`src/rtl/shift_arbiter_if.sv`:
```
// Handshake bundle between the two shift requesters, the result consumer and shift_arbiter.
// The arbiter connects through the slave modport; the requester/consumer side uses master.
interface shift_arbiter_if #(
  parameter int SWR = 26,
  parameter int EW  = 5
);
  logic           a_valid_i;
  logic [SWR-1:0] a_data_i;
  logic [EW-1:0]  a_shamt_i;
  logic           a_ready_o;
  logic           n_valid_i;
  logic [SWR-1:0] n_data_i;
  logic [EW-1:0]  n_shamt_i;
  logic           n_ready_o;
  logic           out_valid_o;
  logic           out_ready_i;
  logic [SWR-1:0] out_data_o;
  logic           out_src_o;
  logic           out_sticky_o;

  modport slave (
    input  a_valid_i, a_data_i, a_shamt_i,
    output a_ready_o,
    input  n_valid_i, n_data_i, n_shamt_i,
    output n_ready_o,
    output out_valid_o, out_data_o, out_src_o, out_sticky_o,
    input  out_ready_i
  );

  modport master (
    output a_valid_i, a_data_i, a_shamt_i,
    input  a_ready_o,
    output n_valid_i, n_data_i, n_shamt_i,
    input  n_ready_o,
    input  out_valid_o, out_data_o, out_src_o, out_sticky_o,
    output out_ready_i
  );
endinterface

```
`src/rtl/shift_arbiter.sv`:
```
// Round-robin sequencer for the shared barrel shifter (alignment = right, normalization = left).
// Define SHIFT_STICKY_EN to build the sticky (OR of shifted-out bits) output for right shifts.
module shift_arbiter #(
  parameter int SWR = 26,
  parameter int EW  = 5
) (
  input  logic           clk,
  input  logic           rst,
  shift_arbiter_if.slave bus
);

  typedef enum logic [1:0] {IDLE, SHIFT, DONE} state_t;

  state_t         state;
  state_t         next_state;
  logic           last_n;
  logic [SWR-1:0] op_data;
  logic [EW-1:0]  op_shamt;
  logic           op_left;
  logic           grant_a;
  logic           grant_n;
  logic [SWR-1:0] shift_result;
  logic           sticky_result;
  logic [SWR-1:0] out_data;
  logic           out_valid;
  logic           out_src;
  logic           out_sticky;

  always_ff @(posedge clk or negedge rst) begin
    if (!rst) state <= IDLE;
    else      state <= next_state;
  end

  // On a tie, the channel that was not served last wins.
  always_comb begin
    next_state = state;
    grant_a    = 1'b0;
    grant_n    = 1'b0;
    case (state)
      IDLE: begin
        grant_a = bus.a_valid_i && (!bus.n_valid_i || last_n);
        grant_n = bus.n_valid_i && (!bus.a_valid_i || !last_n);
        if (grant_a || grant_n) next_state = SHIFT;
      end
      SHIFT:   next_state = DONE;
      DONE:    if (bus.out_ready_i) next_state = IDLE;
      default: next_state = IDLE;
    endcase
  end

  always_ff @(posedge clk or negedge rst) begin
    if (!rst) begin
      op_data  <= '0;
      op_shamt <= '0;
      op_left  <= 1'b0;
      last_n   <= 1'b1;
    end else if (grant_a) begin
      op_data  <= bus.a_data_i;
      op_shamt <= bus.a_shamt_i;
      op_left  <= 1'b0;
      last_n   <= 1'b0;
    end else if (grant_n) begin
      op_data  <= bus.n_data_i;
      op_shamt <= bus.n_shamt_i;
      op_left  <= 1'b1;
      last_n   <= 1'b1;
    end
  end

  // Shift amounts at or beyond SWR shift every bit out, leaving zero.
  always_comb begin
    shift_result = op_left ? (op_data << op_shamt) : (op_data >> op_shamt);
  end

`ifdef SHIFT_STICKY_EN
  logic [SWR-1:0] lost_mask;

  always_comb begin
    lost_mask     = ~({SWR{1'b1}} << op_shamt);
    sticky_result = !op_left && (|(op_data & lost_mask));
  end
`else
  always_comb begin
    sticky_result = 1'b0;
  end
`endif

  always_ff @(posedge clk or negedge rst) begin
    if (!rst) begin
      out_valid  <= 1'b0;
      out_data   <= '0;
      out_src    <= 1'b0;
      out_sticky <= 1'b0;
    end else if (state == SHIFT) begin
      out_valid  <= 1'b1;
      out_data   <= shift_result;
      out_src    <= op_left;
      out_sticky <= sticky_result;
    end else if (state == DONE && bus.out_ready_i) begin
      out_valid  <= 1'b0;
    end
  end

  assign bus.a_ready_o    = grant_a;
  assign bus.n_ready_o    = grant_n;
  assign bus.out_valid_o  = out_valid;
  assign bus.out_data_o   = out_data;
  assign bus.out_src_o    = out_src;
  assign bus.out_sticky_o = out_sticky;

endmodule

```
`src/flat_wrapper.sv`:
```
// flat-port wrapper written by rule: the top's interface ports become plain ports
module shift_arbiter_flat 
#(
  parameter int SWR = 26,
  parameter int EW  = 5
)
  (clk, rst, bus_a_valid_i, bus_a_data_i, bus_a_shamt_i, bus_a_ready_o, bus_n_valid_i, bus_n_data_i, bus_n_shamt_i, bus_n_ready_o, bus_out_valid_o, bus_out_data_o, bus_out_src_o, bus_out_sticky_o, bus_out_ready_i);
  shift_arbiter_if #(.SWR(SWR), .EW(EW)) bus_i ();
  input  logic clk;
  input  logic rst;
  input wire logic [$bits(bus_i.a_valid_i)-1:0] bus_a_valid_i;
  input wire logic [$bits(bus_i.a_data_i)-1:0] bus_a_data_i;
  input wire logic [$bits(bus_i.a_shamt_i)-1:0] bus_a_shamt_i;
  output wire logic [$bits(bus_i.a_ready_o)-1:0] bus_a_ready_o;
  input wire logic [$bits(bus_i.n_valid_i)-1:0] bus_n_valid_i;
  input wire logic [$bits(bus_i.n_data_i)-1:0] bus_n_data_i;
  input wire logic [$bits(bus_i.n_shamt_i)-1:0] bus_n_shamt_i;
  output wire logic [$bits(bus_i.n_ready_o)-1:0] bus_n_ready_o;
  output wire logic [$bits(bus_i.out_valid_o)-1:0] bus_out_valid_o;
  output wire logic [$bits(bus_i.out_data_o)-1:0] bus_out_data_o;
  output wire logic [$bits(bus_i.out_src_o)-1:0] bus_out_src_o;
  output wire logic [$bits(bus_i.out_sticky_o)-1:0] bus_out_sticky_o;
  input wire logic [$bits(bus_i.out_ready_i)-1:0] bus_out_ready_i;
  assign bus_i.a_valid_i = bus_a_valid_i;
  assign bus_i.a_data_i = bus_a_data_i;
  assign bus_i.a_shamt_i = bus_a_shamt_i;
  assign bus_a_ready_o = bus_i.a_ready_o;
  assign bus_i.n_valid_i = bus_n_valid_i;
  assign bus_i.n_data_i = bus_n_data_i;
  assign bus_i.n_shamt_i = bus_n_shamt_i;
  assign bus_n_ready_o = bus_i.n_ready_o;
  assign bus_out_valid_o = bus_i.out_valid_o;
  assign bus_out_data_o = bus_i.out_data_o;
  assign bus_out_src_o = bus_i.out_src_o;
  assign bus_out_sticky_o = bus_i.out_sticky_o;
  assign bus_i.out_ready_i = bus_out_ready_i;
  shift_arbiter #(.SWR(SWR), .EW(EW)) u_core (.clk(clk), .rst(rst), .bus(bus_i));
endmodule
```
`config.mk`:
```
export PLATFORM = sky130hd
export DESIGN_NAME = shift_arbiter_flat
export DESIGN_NICKNAME = d
export VERILOG_FILES = /design/src/rtl/shift_arbiter_if.sv /design/src/rtl/shift_arbiter.sv /design/src/flat_wrapper.sv
export SDC_FILE = /design/constraint.sdc
export NUM_CORES = 1
export LEC_CHECK = 0
export ABC_AREA = 1
export ABC_CLOCK_PERIOD_IN_PS = 1950
export CORE_ASPECT_RATIO = 0.7
export CORE_MARGIN = 2
export CORE_UTILIZATION = 45
export CTS_BUF_LIST = sky130_fd_sc_hd__clkbuf_4 sky130_fd_sc_hd__clkbuf_8
export DETAILED_ROUTE_END_ITERATION = 12
export PLACE_DENSITY = 0.7
export SLEW_MARGIN = 30
export SYNTH_ARGS = -nofsm -noshare
export SYNTH_HDL_FRONTEND = slang
export SYNTH_SLANG_ARGS = --single-unit
```
`constraint.sdc`:
```
create_clock -name clk -period 1.95 [get_ports clk]
set_input_delay 0.39 -clock clk [delete_from_list [all_inputs] [get_ports clk]]
set_output_delay 0.39 -clock clk [all_outputs]
set_load 0.01 [all_outputs]
```
* Yosys cells after proc, flatten, opt, wreduce, memory -nomap -nowiden
Cells that the tools add are included.
** Cells by class
- Add/subtract/negate cells :: 0
- $mul :: 0
- Div/mod/pow operators :: 0
- $lt $le $gt $ge :: 0
- Equal/unequal tests :: 4
- Shift operators :: 2
- Mux-type cells :: 14
- Bitwise operators :: 0
- Reduce and logical (&&, ||, !) cells :: 13
** Operators by type and width (count)
- $mux W26 :: 3
- $shl A26 B5 Y26 :: 1
- $shr A26 B5 Y26 :: 1
- $mux W5 :: 2
- $mux W1 :: 6
- $pmux W2 S3 :: 1
- $mux W2 :: 2
- $reduce_bool A2 Y1 :: 2
- $logic_and A1 B1 Y1 :: 3
- $logic_not A1 Y1 :: 3
- $logic_or A1 B1 Y1 :: 3
- $eq A2 B1 Y1 const B :: 1
- $eq A2 B2 Y1 const B :: 1
- $logic_not A2 Y1 :: 1
- $ne A2 B1 Y1 const B :: 1
- $ne A2 B2 Y1 const B :: 1
- $reduce_and A2 Y1 :: 1
** Storage, ports and cells
- Register bits :: 63
- Bits in latches :: 0
- Memory bits (writable) :: 0
- ROM bits :: 0
- Input port bits :: 67
- Output and inout port bits :: 31
- Logic and storage cells :: 41
- Memories kept :: 0

* Logic depth before layout (Yosys ltp)
- Depth after elaboration :: 6
- Depth in mapped cells :: 12
- Gate-level depth less buffers :: 11

* Worst setup path before layout
Ideal clock, no wire load.
- Path kind :: register to output
- Start point :: reg u_core.last_n
- End point :: out bus_a_ready_o
- Arrival time :: 1.034 ns
- Required time :: 1.560 ns
- Setup slack :: 0.526 ns
- Stages on the path, launching flop included :: 6
- Cell sequence :: dfstp_2 -> inv_1 -> nand2_1 -> nand3_1 -> clkinv_1 -> buf_2
** Between the ends
- Longest elaborated chain between the ends :: 3
** Ends and longest elaborated chain
- start: declaration :: RTL line shift_arbiter.sv:16 : logic last_n;
- start signal: assignment :: RTL line shift_arbiter.sv:56 : last_n <= 1'b1;
- start signal: assignment :: RTL line shift_arbiter.sv:61 : last_n <= 1'b0;
- start signal: assignment :: RTL line shift_arbiter.sv:66 : last_n <= 1'b1;
- $logic_or A1 B1 Y1 :: RTL line shift_arbiter.sv:41 : grant_a = bus.a_valid_i && (!bus.n_valid_i || last_n);
- $logic_and A1 B1 Y1 :: RTL line shift_arbiter.sv:41
- $mux W1 :: RTL line shift_arbiter.sv:39 : case (state)
- end: declaration :: RTL line flat_wrapper.sv:14 : output wire logic [$bits(bus_i.a_ready_o)-1:0] bus_a_ready_o;
No other way between the ends.

* Worst setup path after layout
Same ends and word-level chain as after synthesis.

==> flow_summary_export.csv <==
group,metric,value,unit
sta,worstMarginPinSlew,0.570,ns
worst_setup_path,end_kind,"output pin",
place,place_congestion,0.998,
sta,timing.final.crit_share,92.3,%
route,via_per_inst,5.95,
outcome,status,"complete, no violations",
global_routing,grt_max_degree,61,
clock_network,cts_made_buffers,9,
cells_and_area,layout.nets,969,
worst_setup_path,crit_buf_inv,3,
cells_and_area,area_growth,24.5,%
floorplan,row_count,32,
floorplan,dieWidth,132,um
floorplan,dieArea,12300,um^2
global_routing,grt_pass1_wl,30800,um
cells_and_area,drive_above_1_share,7.61,%
worst_setup_path,slowest_stage,"dfstp_2",
power,seqPwrFrac,19.3,%
clock_network,cts_setup_buffers,0,
sta,slew_violations,0,
global_routing,grt_antenna_before_repair,0,
synth,syn_area,5160,um^2
synth,synth_cell_type_count,27,
synth,ys_ff_latch,63,
sta,finalSetupTns,0,ns
floorplan,die_h,93.6,um
synth,syn-instance-count,832,
sta,fin_crit,1.80,ns
power,intPower,0.00592,W
clock_network,clkTransAtPathRegs,0.08,ns
route,wirelength,18900,um
sta,max_freq,556,MHz
place,dp_hpwl,14100,um
clock_network,insertion_delay,0.36,ns
global_routing,track_usage,31.7,%
sta,hold_viol,0,
flow_run,drv_cap,0,
global_routing,grt_pass1_vias,5892,
sta,rsz0062_at_grt,"false",
worst_setup_path,cp_top_family,"flip-flops",
worst_setup_path,path_max_fanout,2,
clock_network,cts_tree,"built",
floorplan,coreArea,11100,um^2
clock_network,cts.sinks,63,
synth,synth.avg_cell_area,6.20,um^2
clock_network,htreeDepth,3,
global_routing,grt.overflow.total,0,
worst_setup_path,slowest_delay,0.54,ns
route,antenna_left,0,
power,peakVddDrop,1.64,mV
worst_setup_path,crit_required,1.56,ns
synth,synth.net_count,899,
power,swShare,55.8,%
synth,ys_seq_area_share,30.6,%
sta,clock_skew,0.00937,ns
power,combPwrFrac,72.9,%
sta,whs,0.0578,ns
route,drc,0,
power,power_per_cell_area,2080,nW/um^2
cells_and_area,diodes,0,
route,post_drt_wl_per_cell,17.9,um
power,p_switching,0.00747,W
worst_setup_path,crit_path_start_kind,"flip-flop",
worst_setup_path,crit_arrival,1.41,ns
power,p_clk_share,7.8,%
place,io_buffers,96,
route,firstDrtPassIters,7,
floorplan,start_util,46.5,%
floorplan,pin_count,98,
sta,setup-violations-final,0,
route,drt_iter0_drc,847,
power,leakagePower,2.91,nW
worst_setup_path,worstSetupPathType,"reg -> out",
route,vias,6304,
worst_setup_path,path_cells,"inv_1 > nand2_1 > nand3_2 > clkinv_1 > dlygate4sd2_1",
sta,slew-limit-headroom,61.9,%
clock_network,ctsRootBufferMaster,"clkbuf_8",
cells_and_area,nFillCells,1119,
worst_hold_path,hold_path.class,"in -> async",
clock_network,cts_buffer_depth,2,
synth,yosysWarnings,0,
## power by group through the flow
stage               sequential (W)  combinational, W  clock, W
floorplan                  0.00248           0.00663         0
global placement           0.00255           0.00946         0
detailed placement         0.00258           0.00952         0
CTS                        0.00257           0.00956   0.00107
global route               0.00265            0.0108   0.00111
finish                     0.00258           0.00976   0.00104
## synthesized netlist by cell type, drive strengths merged
cell | count | area (um^2)
a21oi | 37 | 185
and2 | 1 | 8.76
buf | 47 | 284
clkbuf | 15 | 56.3
clkinv | 3 | 11.3
conb | 1 | 3.75
dfrtp | 62 | 1550
dfstp | 1 | 26.3
inv | 22 | 90.1
nand2 | 165 | 632
nand3 | 304 | 1530
nand4 | 17 | 106
nor2 | 112 | 430
o21ai | 32 | 164
o22ai | 5 | 31.3
or2 | 8 | 50.1
## timing repair
action                     CTS  global route
setup endpoints to repair    2             4
hold buffers                 0             0
resized for setup            3             2
## kinds of logic after synthesis
logic type	share of synthesized area [%]
and+or+nand+nor	53.4
other	0.0727
AOI/OAI and AO/OA	7.38
buffers and inverters	8.56
DFF	30.6
## sequential cells by signal, indices dropped and copies added (netlist names)
name	flops
u_core.bus.out_data_o	26
u_core.op_data	26
u_core.op_shamt	5
u_core.state	2
u_core.bus.out_src_o	1
u_core.bus.out_valid_o	1
u_core.last_n	1
u_core.op_left	1
## layout by cell type (no fill, tap or decap)
| cell | n |
|---|---|
| or2_2 | 8 |
| nor2_1 | 107 |
| and2_4 | 1 |
| nand2_1 | 159 |
| nand4_1 | 17 |
| dlygate4sd2_1 | 2 |
| dfrtp_1 | 62 |
| a21oi_1 | 37 |
| o21ai_0 | 9 |
| nand3_2 | 2 |
| clkdlybuf4s50_1 | 93 |
| buf_4 | 18 |
| conb_1 | 1 |
| clkinv_1 | 3 |
| clkinv_2 | 2 |
| nor2_2 | 5 |
| buf_2 | 1 |
| o21ai_2 | 1 |
| clkinvlp_4 | 3 |
| inv_8 | 1 |
| nand3_1 | 302 |
| inv_2 | 2 |
| clkbuf_8 | 9 |
| o21ai_1 | 22 |
| inv_1 | 19 |
| clkinv_4 | 2 |
| dfstp_2 | 1 |
| nand2_2 | 6 |
| buf_12 | 7 |
| o22ai_1 | 5 |
## final timing paths
path                                                start                         to  slack, ns  depth (start not counted)
worst min register to register  u_core.bus.out_data_o[15]  u_core.bus.out_data_o[15]       0.49                          2
max in group asynchronous                             rst  u_core.bus.out_data_o[16]       1.56                          2
worst min-delay path                                  rst          u_core.op_data[6]       0.06                          2
worst max register to register         u_core.op_shamt[0]   u_core.bus.out_data_o[3]       0.19                         10
min in group clk                u_core.bus.out_data_o[15]  u_core.bus.out_data_o[15]       0.49                          2
worst max-delay path                        u_core.last_n              bus_a_ready_o       0.15                          5
## metal layers
layer	vias to the layer above	GRT usage [%]	part of all wire (%)
li1	2987	-	-
met1	2926	42.8	44
met2	353	52.0	45
met3	38	6.23	9.5
met4	0	8.33	2.1
met5	-	0	0
## layout make-up
type | count | area (um^2) | area share [%]
Inverter | 25 | 101 | 1.58
Timing Repair Buffer | 121 | 1230 | 19.1
Multi-Input combinational cell | 682 | 3150 | 49.0
Tap cell | 153 | 191 | 2.98
Sequential cell | 63 | 1580 | 24.6
Clock buffer | 9 | 124 | 1.93
Clock inverter | 7 | 50.0 | 0.779
## through the flow
step	instances	total power, W	worst slack (ns)	utilization [%]	instance area (um^2)
final	1060	0.0134	0.151	57.9	6420
after global routing	1060	0.0146	0.0273	57.9	6420
after CTS	1060	0.0132	0.133	57.9	6420
after detailed placement	1044	0.0121	-0.114	56.3	6240
after global placement	1044	0.0120	-0.0690	56.3	6240
after floorplan	832	0.00912	0.526	-	5160
(Power assumes the default switching activity.)
